===== src/rtl/hazard_pipe_regs.sv =====
// ---------------------------------------------------------------------------
// hazard_pipe_regs
//
// Hazard-relevant control fields of the 5-stage core, held in the ID/EX and
// EX/MEM pipeline registers. The registered fields feed the forwarding and
// data-hazard unit. That unit's load-use stall comes back into this block,
// where it inserts a bubble into ID/EX and freezes PC and IF/ID. The block
// also counts stall cycles and flags back-to-back stalls, which a correct
// hazard unit never produces.
//
// Parameters
//   ADDR_W        register-address width
//   STALL_CNT_W   width of the saturating stall-cycle counter
//
// Ports
//   clk, rst_n        clock, asynchronous active-low reset
//   id_valid          ID stage holds a real instruction
//   id_reg_write      decoded RegWrite
//   id_mem_read       decoded MemRead
//   id_mem_write      decoded MemWrite
//   id_write_addr     decoded destination register
//   lw_stall          load-use stall from the hazard unit (same cycle)
//   flush             redirect: squash the ID-stage instruction
//   cnt_clr           synchronous clear of stall_cnt
//   ID_EX_*           EX-stage copies of the control fields
//   EX_MEM_*          MEM-stage copies of the control fields
//   PC_Write          PC update enable (combinational)
//   IF_ID_Write       IF/ID update enable (combinational)
//   stall_cnt         saturating count of stall cycles taken
//   stall_err         sticky flag: stall taken on two consecutive cycles
// ---------------------------------------------------------------------------
module hazard_pipe_regs #(
    parameter int ADDR_W      = 5,
    parameter int STALL_CNT_W = 16
) (
    input  logic                   clk,
    input  logic                   rst_n,
    input  logic                   id_valid,
    input  logic                   id_reg_write,
    input  logic                   id_mem_read,
    input  logic                   id_mem_write,
    input  logic [ADDR_W-1:0]      id_write_addr,
    input  logic                   lw_stall,
    input  logic                   flush,
    input  logic                   cnt_clr,
    output logic                   ID_EX_RegWrite,
    output logic                   ID_EX_MemRead,
    output logic                   ID_EX_MemWrite,
    output logic [ADDR_W-1:0]      ID_EX_WriteAddr,
    output logic                   EX_MEM_RegWrite,
    output logic                   EX_MEM_MemRead,
    output logic [ADDR_W-1:0]      EX_MEM_WriteAddr,
    output logic                   PC_Write,
    output logic                   IF_ID_Write,
    output logic [STALL_CNT_W-1:0] stall_cnt,
    output logic                   stall_err
);

    localparam logic [STALL_CNT_W-1:0] CNT_MAX = {STALL_CNT_W{1'b1}};
    localparam logic [STALL_CNT_W-1:0] CNT_ONE = STALL_CNT_W'(1);

    // ID/EX stage
    logic              idex_rw_q,   idex_rw_d;
    logic              idex_mr_q,   idex_mr_d;
    logic              idex_mw_q,   idex_mw_d;
    logic [ADDR_W-1:0] idex_addr_q, idex_addr_d;

    // EX/MEM stage
    logic              exmem_rw_q;
    logic              exmem_mr_q;
    logic [ADDR_W-1:0] exmem_addr_q;

    // stall bookkeeping
    logic [STALL_CNT_W-1:0] cnt_q, cnt_d;
    logic                   err_q, err_d;
    logic                   prev_q, prev_d;
    logic                   stall_take;

    // A redirect overrides the stall: the stalled instruction is squashed
    // anyway, so the front end must move to the new target.
    assign stall_take  = lw_stall & ~flush;
    assign PC_Write    = ~stall_take;
    assign IF_ID_Write = ~stall_take;

    // ID/EX next state. Only a valid, unsquashed, unstalled instruction is
    // captured. Every other case loads an all-zero bubble, so garbage on
    // id_* while id_valid is low never reaches the outputs.
    always_comb begin
        idex_rw_d   = 1'b0;
        idex_mr_d   = 1'b0;
        idex_mw_d   = 1'b0;
        idex_addr_d = '0;
        if (!flush && !lw_stall && id_valid) begin
            idex_rw_d   = id_reg_write;
            idex_mr_d   = id_mem_read;
            idex_mw_d   = id_mem_write;
            idex_addr_d = id_write_addr;
        end
    end

    // stall counter, back-to-back detector
    always_comb begin
        cnt_d = cnt_q;
        if (cnt_clr) begin
            cnt_d = '0;
        end else if (stall_take && (cnt_q != CNT_MAX)) begin
            cnt_d = cnt_q + CNT_ONE;
        end
    end

    assign prev_d = stall_take;
    assign err_d  = err_q | (stall_take & prev_q);

    always_ff @(posedge clk or negedge rst_n) begin
        if (!rst_n) begin
            idex_rw_q    <= 1'b0;
            idex_mr_q    <= 1'b0;
            idex_mw_q    <= 1'b0;
            idex_addr_q  <= '0;
            exmem_rw_q   <= 1'b0;
            exmem_mr_q   <= 1'b0;
            exmem_addr_q <= '0;
            cnt_q        <= '0;
            err_q        <= 1'b0;
            prev_q       <= 1'b0;
        end else begin
            idex_rw_q    <= idex_rw_d;
            idex_mr_q    <= idex_mr_d;
            idex_mw_q    <= idex_mw_d;
            idex_addr_q  <= idex_addr_d;
            // back end never stalls: EX/MEM always takes ID/EX
            exmem_rw_q   <= idex_rw_q;
            exmem_mr_q   <= idex_mr_q;
            exmem_addr_q <= idex_addr_q;
            cnt_q        <= cnt_d;
            err_q        <= err_d;
            prev_q       <= prev_d;
        end
    end

    assign ID_EX_RegWrite   = idex_rw_q;
    assign ID_EX_MemRead    = idex_mr_q;
    assign ID_EX_MemWrite   = idex_mw_q;
    assign ID_EX_WriteAddr  = idex_addr_q;
    assign EX_MEM_RegWrite  = exmem_rw_q;
    assign EX_MEM_MemRead   = exmem_mr_q;
    assign EX_MEM_WriteAddr = exmem_addr_q;
    assign stall_cnt        = cnt_q;
    assign stall_err        = err_q;

endmodule


===== config.mk =====
export PLATFORM = sky130hd
export DESIGN_NAME = hazard_pipe_regs
export DESIGN_NICKNAME = d
export VERILOG_FILES = /design/src/rtl/hazard_pipe_regs.sv
export SDC_FILE = /design/constraint.sdc
export NUM_CORES = 1
export LEC_CHECK = 0
export ABC_AREA = 1
export BUFFER_PORTS_ARGS = -buffer_cell sky130_fd_sc_hd__buf_4
export CAP_MARGIN = 10
export CELL_PAD_IN_SITES_DETAIL_PLACEMENT = 1
export CELL_PAD_IN_SITES_GLOBAL_PLACEMENT = 1
export CORE_MARGIN = 4
export CORE_UTILIZATION = 29
export DETAILED_ROUTE_END_ITERATION = 10
export GPL_ROUTABILITY_DRIVEN = 0
export HOLD_SLACK_MARGIN = 0.06
export PLACE_DENSITY_LB_ADDON = 0.1
export SLEW_MARGIN = 15
export SYNTH_ARGS = -nofsm -noshare
export SYNTH_HDL_FRONTEND = slang
export SYNTH_SLANG_ARGS = --single-unit

===== constraint.sdc =====
create_clock -name clk -period 1.8 [get_ports clk]
set_input_delay 0.27 -clock clk [delete_from_list [all_inputs] [get_ports clk]]
set_output_delay 0.27 -clock clk [all_outputs]
set_load 0.005 [all_outputs]

==> impl_results.rst, run 1 <==
.. list-table::
   :header-rows: 1

   * - Metric
     - Value
   * - Initial antenna violation count
     - 0
   * - Post-route setup TNS
     - 0 ns
   * - Post-cts repair resize count
     - 0
   * - Worst R2R Start
     - stall_cnt[0]$_DFFE_PN0P_
   * - Max-cap violation count
     - 0
   * - Area of the die
     - 6589 µm²
   * - Warnings from Yosys
     - 0
   * - Initial Util
     - 30.21%
   * - Clock latency at the later pin of the worst-skew pair
     - 0.29 ns
   * - Worst hold slack across all endpoints
     - 0.1909 ns
   * - Final Skew
     - 0.003429 ns
   * - Global-route track usage on met2
     - 23.23%
   * - Vertical die dimension
     - 81.17 µm
   * - Final Cycle Share
     - 88.98%
   * - Port buffer count
     - 47
   * - Pwr dens
     - 726.8 nW/µm²
   * - GRT Max-Usage Layer
     - met2
   * - First-pass DRT Iterations
     - 4
   * - Fraction of met3 tracks used by global routing
     - 3.548%
   * - Count of inserted antenna diode cells
     - 0
   * - Met1 capacity usage during global routing
     - 19.16%
   * - Number of placement rows
     - 26
   * - Number of cells produced by synthesis
     - 185
   * - Syn_area_per_cell
     - 8.393 µm²
   * - Total number of nets in the final design
     - 261
   * - Number of cells on the worst reg-to-reg path
     - 9
   * - TritonCTS clock tree
     - built
   * - Placed Area
     - 2017 µm²
   * - Rel. slew slack
     - 72.16%
   * - Worst-margin pin slew
     - 0.4175 ns
   * - Synth cell types
     - 25
   * - I/O pins
     - 48
   * - Via count of the first global-routing pass
     - 1450
   * - Vias after detailed routing
     - 1384
   * - Kind of path behind the tightest hold check
     - in -> reg
   * - Leak
     - 1.170 nW
   * - Worst Path Required
     - 2.03 ns
   * - Sinks on Clock Net
     - 33
   * - Reg2Reg Setup Slack
     - 0.20 ns
   * - DRC violation total after the first TritonRoute iteration
     - 49
   * - Sequential element share of the synthesized area
     - 53.18%
   * - Worst-path clk slew
     - 0.07 ns
   * - Share of post-route cells with drive strength above 1
     - 30.08%
   * - Upper clock frequency limit
     - 624.3 MHz
   * - Max Root-Sink Buffers
     - 2
   * - Number of hold violations in the final report
     - 0
   * - Max-slew violation count
     - 0
   * - Area of the core region
     - 5140 µm²
   * - Category of the critical setup timing path
     - reg -> reg
   * - Setup repair after global routing missed its margin
     - false
   * - Average wire per standard cell
     - 13.34 µm
   * - DP Wirelength
     - 3.146 mm
   * - Final routed DRC violation total
     - 0
   * - Die span in x
     - 81.17 µm
   * - Total Routed Length
     - 4.216 mm
   * - Syn nets
     - 200
   * - Type of destination of the critical path
     - flip-flop
   * - Max reg flops
     - 16
   * - Growth of design area from synthesis to finish
     - 38.20%
   * - Fill cell total of the finished layout
     - 655
   * - Largest net degree at the start of global routing
     - 34
   * - All-Layer GR Usage
     - 14.55%
   * - Number of clock buffers inserted by TritonCTS
     - 5
   * - Master cell of the clock root buffer
     - sky130_fd_sc_hd__clkbuf_8
   * - #FFs+latches synth
     - 33
   * - Global-route wire length before repair
     - 7.307 mm
   * - Final setup violation count
     - 0
   * - Startpoint of the lowest-slack hold path
     - flush
   * - Summed area of non-filler cells in the final layout
     - 2146 µm²
   * - Hold path cells
     - 2
   * - Data arrival time of the critical path
     - 1.83 ns
   * - Total congestion overflow
     - 0
   * - Run status
     - completed
   * - Hold Path Sink
     - prev_q$_DFF_PN0_
   * - Peak fanout along the critical path
     - 14
   * - Post-synthesis cell area
     - 1553 µm²
   * - Setup crit start kind
     - flip-flop
   * - Drt via density
     - 4.380
   * - Worst ir drop on vdd
     - 0.3267 mV
   * - Clock H-tree levels
     - 2
   * - Reg2reg end
     - stall_cnt[11]$_DFFE_PN0P_
   * - Remaining number of nets flagged by the antenna check after routing
     - 0
   * - Post-layout minimum cycle time
     - 1.602 ns
[cell usage after synthesis (all sizes together)]
cell type	count	area (µm²)
a21o	1	7.510
buf	4	36.28
dfrtp	33	825.8
ha	1	12.51
inv	22	87.58
nand2	60	242.7
nand3	10	50.05
nand4	11	68.82
nor2	30	122.6
nor3	2	10.01
o21ai	3	26.28
o21bai	2	15.01
or2	2	12.51
xnor2	1	8.760
xor2	3	26.28
[power breakdown]
part           switching (mW)  internal [mW]  total, mW  leakage (nW)
sequential            0.00716          0.755      0.762         0.451
combinational          0.0629         0.0531      0.116         0.666
clock                   0.279          0.402      0.682        0.0540
total                   0.349           1.21       1.56          1.17
[area by class of cell]
| cell class | instances | area, µm² | share of cell area [%] |
|---|---|---|---|
| Clock buffer | 5 | 68.82 | 3.207 |
| Sequential cell | 33 | 825.8 | 38.48 |
| Timing Repair Buffer | 58 | 437.9 | 20.41 |
| Clock inverter | 2 | 35.03 | 1.633 |
| Tap cell | 70 | 87.58 | 4.082 |
| Multi-Input combinational cell | 126 | 603.1 | 28.10 |
| Inverter | 22 | 87.58 | 4.082 |
[cell usage in the layout (no fill, tap or decap), types with 2 or more instances in the layout]
master and instances:
sky130_fd_sc_hd__nand3_1 10, sky130_fd_sc_hd__nand2_1 57, sky130_fd_sc_hd__o21ai_0 2, sky130_fd_sc_hd__clkbuf_8 5
sky130_fd_sc_hd__o21bai_1 2, sky130_fd_sc_hd__nand2_4 2, sky130_fd_sc_hd__nor2_1 28, sky130_fd_sc_hd__or2_2 2
sky130_fd_sc_hd__nand4_1 11, sky130_fd_sc_hd__inv_1 20, sky130_fd_sc_hd__buf_4 57, sky130_fd_sc_hd__dfrtp_1 33
sky130_fd_sc_hd__xor2_1 3, sky130_fd_sc_hd__nor3_1 2
[repair_timing]
action	CTS	global route
buffers inserted	0	2
hold buffers	1	0
endpoints found under the hold margin	33	0
endpoints found under the setup margin	0	3
[per-layer routing]
| metal | wire length (µm) | vias to the layer above |
|---|---|---|
| met1 | 1962 | 651 |
| met4 | 73 | 0 |
| met5 | 0 | - |
| li1 | - | 697 |
| met3 | 198 | 6 |
| met2 | 1982 | 30 |
[cell families (layout without fill, tap and decap cells)]
| family | after synthesis | in the layout | synth area share (%) |
|---|---|---|---|
| AO/OA/AOI/OAI | 6 | 6 | 3.143 |
| XOR/XNOR | 4 | 4 | 2.257 |
| adder cells (fa/ha/maj) | 1 | 1 | 0.8057 |
| buffers and inverters | 26 | 87 | 7.977 |
| flip-flops | 33 | 33 | 53.18 |
| AND/OR/NAND/NOR | 115 | 115 | 32.64 |
[worst max-delay path by stage]
stage                                  start                   endpoint  depth (start not counted)  slack [ns]
finish              stall_cnt[0]$_DFFE_PN0P_  stall_cnt[11]$_DFFE_PN0P_                          9        0.20
global route        stall_cnt[0]$_DFFE_PN0P_  stall_cnt[15]$_DFFE_PN0P_                          9        0.01
CTS                 stall_cnt[1]$_DFFE_PN0P_   stall_cnt[8]$_DFFE_PN0P_                          9        0.15
detailed placement  stall_cnt[1]$_DFFE_PN0P_   stall_cnt[8]$_DFFE_PN0P_                          9        0.18
global placement    stall_cnt[1]$_DFFE_PN0P_   stall_cnt[0]$_DFFE_PN0P_                          9        0.20
floorplan           stall_cnt[0]$_DFFE_PN0P_   stall_cnt[3]$_DFFE_PN0P_                          9        0.30
[critical path, stage by stage (launching register included)]
cell and delay [ns]:
sky130_fd_sc_hd__dfrtp_1 0.40, sky130_fd_sc_hd__ha_1 0.20, sky130_fd_sc_hd__nand3_1 0.16, sky130_fd_sc_hd__inv_2 0.14, sky130_fd_sc_hd__nand2_4 0.08, sky130_fd_sc_hd__o21ai_4 0.19, sky130_fd_sc_hd__nand2_4 0.09, sky130_fd_sc_hd__inv_6 0.14
sky130_fd_sc_hd__nand2_1 0.07, sky130_fd_sc_hd__nand2_1 0.07
[through the flow]
stage               utilization [%]  std cells  worst slack [ns]  total power [mW]
global route                  41.75        316           0.01034             1.642
finish                        41.75        316            0.1983             1.560
CTS                           41.46        314            0.1467             1.590
floorplan                         -        185            0.3047            0.8207
detailed placement            39.24        306            0.1816            0.8913
global placement              39.24        306            0.2045            0.8895
No activity file was read; power rests on OpenSTA's default activity.
==> run 2: changes to the inputs <==
--- a/config.mk
+++ b/config.mk
@@ -11,7 +11,7 @@
 export CELL_PAD_IN_SITES_DETAIL_PLACEMENT = 1
 export CELL_PAD_IN_SITES_GLOBAL_PLACEMENT = 1
 export CORE_MARGIN = 4
-export CORE_UTILIZATION = 29
+export CORE_UTILIZATION = 36
 export DETAILED_ROUTE_END_ITERATION = 10
 export GPL_ROUTABILITY_DRIVEN = 0
 export HOLD_SLACK_MARGIN = 0.06
==> impl_results.rst, run 2 (synthesis results as in run 1) <==
.. list-table::
   :header-rows: 1

   * - Metric
     - Value
   * - Run status
     - completed
   * - Global-route wire length before repair
     - 7.417 mm (+1.5%)
   * - Vertical die dimension
     - 73.68 µm (-9.2%)
   * - Library cell contributing the largest single delay on the critical path
     - sky130_fd_sc_hd__dfrtp_2
   * - Startpoint of the lowest-slack hold path
     - flush
   * - Port buffer count
     - 47 (unchanged)
   * - Worst Path Required
     - 1.95 ns (-0.08 ns)
   * - Summed area of non-filler cells in the final layout
     - 2128 µm² (-0.82%)
   * - Category of the critical setup timing path
     - reg -> reg
   * - Pwr dens
     - 803.4 nW/µm² (+11%)
   * - I/O pins
     - 48 (unchanged)
   * - Vias after detailed routing
     - 1420 (+2.6%)
   * - DRC violation total after the first TritonRoute iteration
     - 68 (+39%)
   * - Average wire per standard cell
     - 14.66 µm (+9.9%)
   * - Startpoint of the worst setup timing path
     - stall_cnt[0]$_DFFE_PN0P_
   * - Setup repair after global routing missed its margin
     - false
   * - Clock network fraction of total power
     - 48.5% (+4.8 points)
   * - Post-route setup TNS
     - 0 ns (unchanged)
   * - Leak
     - 1.154 nW (-1.4%)
   * - Final Cycle Share
     - 88.49% (-0.50 points)
   * - Remaining number of nets flagged by the antenna check after routing
     - 0 (unchanged)
   * - Master cell of the clock root buffer
     - sky130_fd_sc_hd__clkbuf_8
   * - All-Layer GR Usage
     - 17.89% (+3.3 points)
   * - Upper clock frequency limit
     - 627.8 MHz (+0.56%)
   * - Peak fanout along the critical path
     - 12 (-2)
   * - Max Root-Sink Buffers
     - 2 (unchanged)
   * - Setup crit start kind
     - flip-flop
   * - Final routed DRC violation total
     - 0 (unchanged)
   * - Count of inserted antenna diode cells
     - 0 (unchanged)
   * - Initial Util
     - 38.00% (+7.8 points)
   * - Total congestion overflow
     - 0 (unchanged)
   * - Register share of total power
     - 44.6% (-4.3 points)
   * - Largest net degree at the start of global routing
     - 34 (unchanged)
   * - Clock H-tree levels
     - 2 (unchanged)
   * - Most frequent standard cell in the layout excluding fill and tap cells
     - sky130_fd_sc_hd__nand2_1
   * - Max-cap violation count
     - 0 (unchanged)
   * - Total internal power
     - 1.359 mW (+12%)
   * - First-pass DRT Iterations
     - 4 (unchanged)
   * - Share of post-route cells with drive strength above 1
     - 31.28% (+1.2 points)
   * - Total Routed Length
     - 4.295 mm (+1.9%)
   * - Number of cells on the worst reg-to-reg path
     - 9 (unchanged)
   * - Max-slew violation count
     - 0 (unchanged)
   * - Area of the die
     - 5428 µm² (-18%)
   * - Via count of the first global-routing pass
     - 1590 (+9.7%)
   * - Die span in x
     - 73.68 µm (-9.2%)
   * - Switching part of the total
     - 20.51% (-1.9 points)
   * - Final setup violation count
     - 0 (unchanged)
   * - Sinks on Clock Net
     - 33 (unchanged)
   * - Cell Chain, Critical Path
     - ha_2 -> nand3_1 -> inv_2 -> nand2_4 -> nor2_1 -> nor2_1 -> buf_4 -> nand3_1 -> o21ai_0
   * - Fill cell total of the finished layout
     - 500 (-24%)
   * - Utilization of the core after routing
     - 52.08% (+10 points)
   * - Kind of path behind the tightest hold check
     - in -> reg
   * - Initial antenna violation count
     - 0 (unchanged)
   * - Hold path cells
     - 2 (unchanged)
   * - Rel. slew slack
     - 72.29% (+0.12 points)
   * - Placed Area
     - 1947 µm² (-3.5%)
   * - Drt via density
     - 4.846 (+11%)
   * - Number of clock buffers inserted by TritonCTS
     - 5 (unchanged)
   * - Most used cells in the layout excluding fill and tap cells
     - sky130_fd_sc_hd__nand2_1, sky130_fd_sc_hd__buf_4, sky130_fd_sc_hd__dfrtp_1, sky130_fd_sc_hd__nor2_1, sky130_fd_sc_hd__inv_1
   * - Worst ir drop on vdd
     - 0.3429 mV (+5.0%)
   * - Combinational cell fraction of total power
     - 6.9% (-0.5 points)
   * - Worst-margin pin slew
     - 0.4157 ns (-0.001836 ns)
   * - Clock latency at the later pin of the worst-skew pair
     - 0.28 ns (about the same)
   * - Largest stage delay on the critical path
     - 0.38 ns (-0.02 ns)
   * - Growth of design area from synthesis to finish
     - 37.07%
   * - Type of destination of the critical path
     - flip-flop
   * - Number of placement rows
     - 23 (-12%)
   * - Post-layout minimum cycle time
     - 1.593 ns (-0.008925 ns)
   * - Net Sw Power
     - 0.3507 mW (+0.34%)
   * - Final Skew
     - 0.005492 ns (+0.002063 ns)
   * - DP Wirelength
     - 3.210 mm (+2.0%)
   * - Worst R2R Start
     - stall_cnt[0]$_DFFE_PN0P_
   * - Number of hold violations in the final report
     - 0 (unchanged)
   * - TritonCTS clock tree
     - built
   * - Max reg flops
     - 16 (unchanged)
   * - Total number of nets in the final design
     - 257 (-1.5%)
   * - Area of the core region
     - 4086 µm² (-20%)
   * - Worst hold slack across all endpoints
     - 0.1904 ns (-0.0005510 ns)
   * - Worst-path clk slew
     - 0.07 ns (about the same)
   * - Data arrival time of the critical path
     - 1.75 ns (-0.08 ns)
[run 2: final cells by class]
type	count	area, µm²	share of cell area (%)
Clock buffer	5	68.82	3.233
Clock inverter	3	65.06	3.057
Multi-Input combinational cell	126	605.6	28.45
Timing Repair Buffer	54	407.9	19.17
Inverter	22	87.58	4.115
Sequential cell	33	830.8	39.04
Tap cell	50	62.56	2.939
[run 2: worst paths after layout]
kind                                                 endpoint  slack, ns
min in group asynchronous           stall_cnt[11]$_DFFE_PN0P_       0.46
worst max-delay path                 stall_cnt[0]$_DFFE_PN0P_       0.21
worst max register to register       stall_cnt[0]$_DFFE_PN0P_       0.21
max in group asynchronous            stall_cnt[8]$_DFFE_PN0P_       1.01
worst min register to register  EX_MEM_WriteAddr[2]$_DFF_PN0_       0.38
worst min-delay path                         prev_q$_DFF_PN0_       0.19
[run 2: repair_timing]
item                                    in CTS  in global routing
endpoints found under the setup margin       0                 12
endpoints found under the hold margin       33                  0
buffers inserted                             0                  4
resized for setup                            0                  5
hold buffers                                 1                  0
[run 2: per-stage QoR]
stage	std cells	setup WS (ns)	power [mW]
finish	293	0.2072	1.710
global route	293	0.008908	1.775
CTS	289	0.09062	1.727
detailed placement	280	0.1302	0.8908
global placement	280	0.2115	0.8847
floorplan	185	0.3047	0.8207
[run 2: worst max-delay path, delay by kind of cell (launching register included)]
kind,cells,cell delay (ns)
buf+inv,2,0.31
compound gates,1,0.11
fa+ha+maj,1,0.19
flops,1,0.38
simple gates,5,0.46
[run 2: power groups by stage]
| stage | clock [mW] | sequential (mW) | combinational (mW) |
|---|---|---|---|
| finish | 0.829 | 0.762 | 0.119 |
| global route | 0.879 | 0.763 | 0.133 |
| CTS | 0.849 | 0.763 | 0.116 |
| detailed placement | 0 | 0.777 | 0.113 |
| global placement | 0 | 0.775 | 0.110 |
| floorplan | 0 | 0.777 | 0.0438 |
[run 2: per-layer routing]
| metal | global-route usage [%] | routed length (µm) |
|---|---|---|
| met3 | 4.651 | 212 |
| met2 | 31.69 | 2248 |
| met1 | 21.17 | 1772 |
| met4 | 5.030 | 62 |
| met5 | 0 | 0 |
==> run 3: changes to the inputs <==
--- a/config.mk
+++ b/config.mk
@@ -6,7 +6,7 @@
 export NUM_CORES = 1
 export LEC_CHECK = 0
 export ABC_AREA = 1
-export BUFFER_PORTS_ARGS = -buffer_cell sky130_fd_sc_hd__buf_4
+export BUFFER_PORTS_ARGS = -buffer_cell sky130_fd_sc_hd__buf_2
 export CAP_MARGIN = 10
 export CELL_PAD_IN_SITES_DETAIL_PLACEMENT = 1
 export CELL_PAD_IN_SITES_GLOBAL_PLACEMENT = 1
==> impl_results.rst, run 3 (synthesis results as in run 1) <==
.. list-table::
   :header-rows: 1

   * - Metric
     - Value
   * - Kind of cell adding the most delay to the critical path
     - simple AND/OR/NAND/NOR gates
   * - Final Skew
     - 0.009874 ns (+0.004382 ns)
   * - Startpoint of the lowest-slack hold path
     - id_write_addr[3]
   * - Post-Place Worst Slack
     - 0.1894 ns (+0.05923 ns)
   * - Number of clock buffers inserted by TritonCTS
     - 5 (unchanged)
   * - Total congestion overflow
     - 0 (unchanged)
   * - Area of the die
     - 5428 µm² (unchanged)
   * - Drt via density
     - 4.892 (+0.95%)
   * - Max Root-Sink Buffers
     - 2 (unchanged)
   * - Worst-margin pin slew
     - 0.7239 ns (+0.3082 ns)
   * - Final routed DRC violation total
     - 0 (unchanged)
   * - Number of buffers added to fix hold violations after cts
     - 1 (unchanged)
   * - Vertical die dimension
     - 73.68 µm (unchanged)
   * - Total number of nets in the final design
     - 252 (-1.9%)
   * - Setup repair after global routing missed its margin
     - false
   * - Min setup slack post-route
     - 0.1635 ns (-0.04370 ns)
   * - Worst ir drop on vdd
     - 0.3510 mV (+2.4%)
   * - Max-cap violation count
     - 0 (unchanged)
   * - Clock latency at the later pin of the worst-skew pair
     - 0.29 ns (about the same)
   * - Growth of design area from synthesis to finish
     - 23.53%
   * - Number of hold violations in the final report
     - 0 (unchanged)
   * - Vias after detailed routing
     - 1409 (-0.77%)
   * - Sinks on Clock Net
     - 33 (unchanged)
   * - Post-layout minimum cycle time
     - 1.636 ns (+0.04370 ns)
   * - Max-slew violation count
     - 0 (unchanged)
   * - Upper clock frequency limit
     - 611.1 MHz (-2.7%)
   * - Total Routed Length
     - 4.107 mm (-4.4%)
   * - Post-route setup TNS
     - 0 ns (unchanged)
   * - Type of destination of the critical path
     - flip-flop
   * - Rel. slew slack
     - 51.74% (-21 points)
   * - Share of post-route cells with drive strength above 1
     - 27.73% (-3.5 points)
   * - Average wire per standard cell
     - 14.26 µm (-2.7%)
   * - Number of placement rows
     - 23 (unchanged)
   * - Setup crit start kind
     - flip-flop
   * - Initial Util
     - 38.00% (unchanged)
   * - Via count of the first global-routing pass
     - 1507 (-5.2%)
   * - Run status
     - completed
   * - All-Layer GR Usage
     - 16.67% (-1.2 points)
   * - # Post-CTS Setup Buffers
     - 0 (unchanged)
   * - Initial antenna violation count
     - 0 (unchanged)
   * - Startpoint of the worst setup timing path
     - stall_cnt[1]$_DFFE_PN0P_
   * - Worst R2R Start
     - stall_cnt[1]$_DFFE_PN0P_
   * - Largest net degree at the start of global routing
     - 34 (unchanged)
   * - I/O pins
     - 48 (unchanged)
   * - Crit path buf inv count
     - 2 (unchanged)
   * - Most frequent standard cell in the layout excluding fill and tap cells
     - sky130_fd_sc_hd__nand2_1
   * - Post-cts repair resize count
     - 0 (unchanged)
   * - DP Wirelength
     - 3.094 mm (-3.6%)
   * - DRC violation total after the first TritonRoute iteration
     - 94 (+38%)
   * - Final setup violation count
     - 0 (unchanged)
   * - Most used cells in the layout excluding fill and tap cells
     - sky130_fd_sc_hd__nand2_1, sky130_fd_sc_hd__buf_2, sky130_fd_sc_hd__dfrtp_1, sky130_fd_sc_hd__nor2_1, sky130_fd_sc_hd__inv_1
   * - Die span in x
     - 73.68 µm (unchanged)
   * - Peak fanout along the critical path
     - 12 (unchanged)
   * - Data arrival time of the critical path
     - 1.81 ns (+0.06 ns)
   * - Clock H-tree levels
     - 2 (unchanged)
   * - Master cell of the clock root buffer
     - sky130_fd_sc_hd__clkbuf_8
   * - Worst Path Required
     - 1.97 ns (+0.02 ns)
   * - Port buffer count
     - 47 (unchanged)
   * - Area of the core region
     - 4086 µm² (unchanged)
   * - Global-route wire length before repair
     - 6.810 mm (-8.2%)
   * - Leak
     - 1.098 nW (-4.8%)
   * - Worst hold slack across all endpoints
     - 0.1770 ns (-0.01341 ns)
   * - First-pass DRT Iterations
     - 4 (unchanged)
   * - Library cell contributing the largest single delay on the critical path
     - sky130_fd_sc_hd__dfrtp_1
   * - Count of inserted antenna diode cells
     - 0 (unchanged)
   * - Max reg flops
     - 16 (unchanged)
   * - Kind of path behind the tightest hold check
     - in -> reg
   * - Remaining number of nets flagged by the antenna check after routing
     - 0 (unchanged)
   * - Largest stage delay on the critical path
     - 0.41 ns (+0.03 ns)
   * - TritonCTS clock tree
     - built
   * - Final Cycle Share
     - 90.92% (+2.4 points)
   * - Category of the critical setup timing path
     - reg -> reg
   * - Cell Chain, Critical Path
     - ha_1 -> nand3_1 -> inv_2 -> nand2_4 -> nor2_1 -> nor2_1 -> buf_4 -> nand3_1 -> o21ai_0
   * - Pwr dens
     - 739.1 nW/µm² (-8.0%)
   * - Overall power
     - 1.418 mW (-17%)
   * - Worst-path clk slew
     - 0.08 ns (about the same)
-- run 3: cell count changes in the layout (fill, tap and decap cells not counted) --
cell | before | now
sky130_fd_sc_hd__clkinvlp_4 | 0 | 1
sky130_fd_sc_hd__buf_4 | 53 | 1
sky130_fd_sc_hd__buf_2 | 0 | 47
sky130_fd_sc_hd__clkinv_2 | 1 | 2
sky130_fd_sc_hd__ha_2 | 1 | 0
sky130_fd_sc_hd__dfrtp_1 | 29 | 33
sky130_fd_sc_hd__dfrtp_2 | 4 | 0
sky130_fd_sc_hd__bufinv_16 | 2 | 0
sky130_fd_sc_hd__ha_1 | 0 | 1
-- run 3: worst reg2reg max path, cell delays in order (launching register included) --
cell and delay, ns:
sky130_fd_sc_hd__dfrtp_1 0.41, sky130_fd_sc_hd__ha_1 0.20, sky130_fd_sc_hd__nand3_1 0.16, sky130_fd_sc_hd__inv_2 0.14, sky130_fd_sc_hd__nand2_4 0.08, sky130_fd_sc_hd__nor2_1 0.12, sky130_fd_sc_hd__nor2_1 0.05, sky130_fd_sc_hd__buf_4 0.18
sky130_fd_sc_hd__nand3_1 0.07, sky130_fd_sc_hd__o21ai_0 0.10
-- run 3: cell type report --
cell class | instances | area (µm²)
Fill cell | 524 | 2168
Multi-Input combinational cell | 126 | 603.1
Inverter | 22 | 87.58
Timing Repair Buffer | 49 | 252.7
Sequential cell | 33 | 825.8
Clock buffer | 5 | 68.82
Clock inverter | 3 | 17.52
Tap cell | 50 | 62.56
-- run 3: report_power, final --
group / switching, mW / internal [mW] / total (mW) / leakage [nW]
clock network: 0.295 / 0.267 / 0.562 / 0.0439
logic: 0.0617 / 0.0331 / 0.0948 / 0.604
registers: 0.00644 / 0.754 / 0.761 / 0.451
total: 0.363 / 1.05 / 1.42 / 1.10
-- run 3: through the flow --
step / area, µm² / cells / utilization, %
2_1_floorplan: 1553 / 185 / -
3_3_place_gp: 1822 / 279 / 44.58
3_5_place_dp: 1822 / 279 / 44.58
4_1_cts: 1918 / 288 / 46.94
5_1_grt: 1918 / 288 / 46.94
6_report: 1918 / 288 / 46.94
-- run 3: path summary, 6_finish.rpt --
kind / to / slack (ns) / cells after the start
min in group asynchronous: stall_cnt[7]$_DFFE_PN0P_ / 0.56 / 2
worst min-delay path: ID_EX_WriteAddr[3]$_DFF_PN0_ / 0.18 / 3
worst max-delay path: stall_cnt[0]$_DFFE_PN0P_ / 0.16 / 9
worst max register to register: stall_cnt[0]$_DFFE_PN0P_ / 0.16 / 9
worst min register to register: EX_MEM_WriteAddr[3]$_DFF_PN0_ / 0.37 / 0
max in group asynchronous: stall_cnt[12]$_DFFE_PN0P_ / 0.76 / 2
-- run 3: routing by layer --
metal	up-vias	share of wire, %	global-route usage [%]
met5	-	0	0
met4	0	1.9	7.243
met3	8	4.6	4.651
met2	32	51	28.15
met1	691	43	19.64
li1	678	-	-
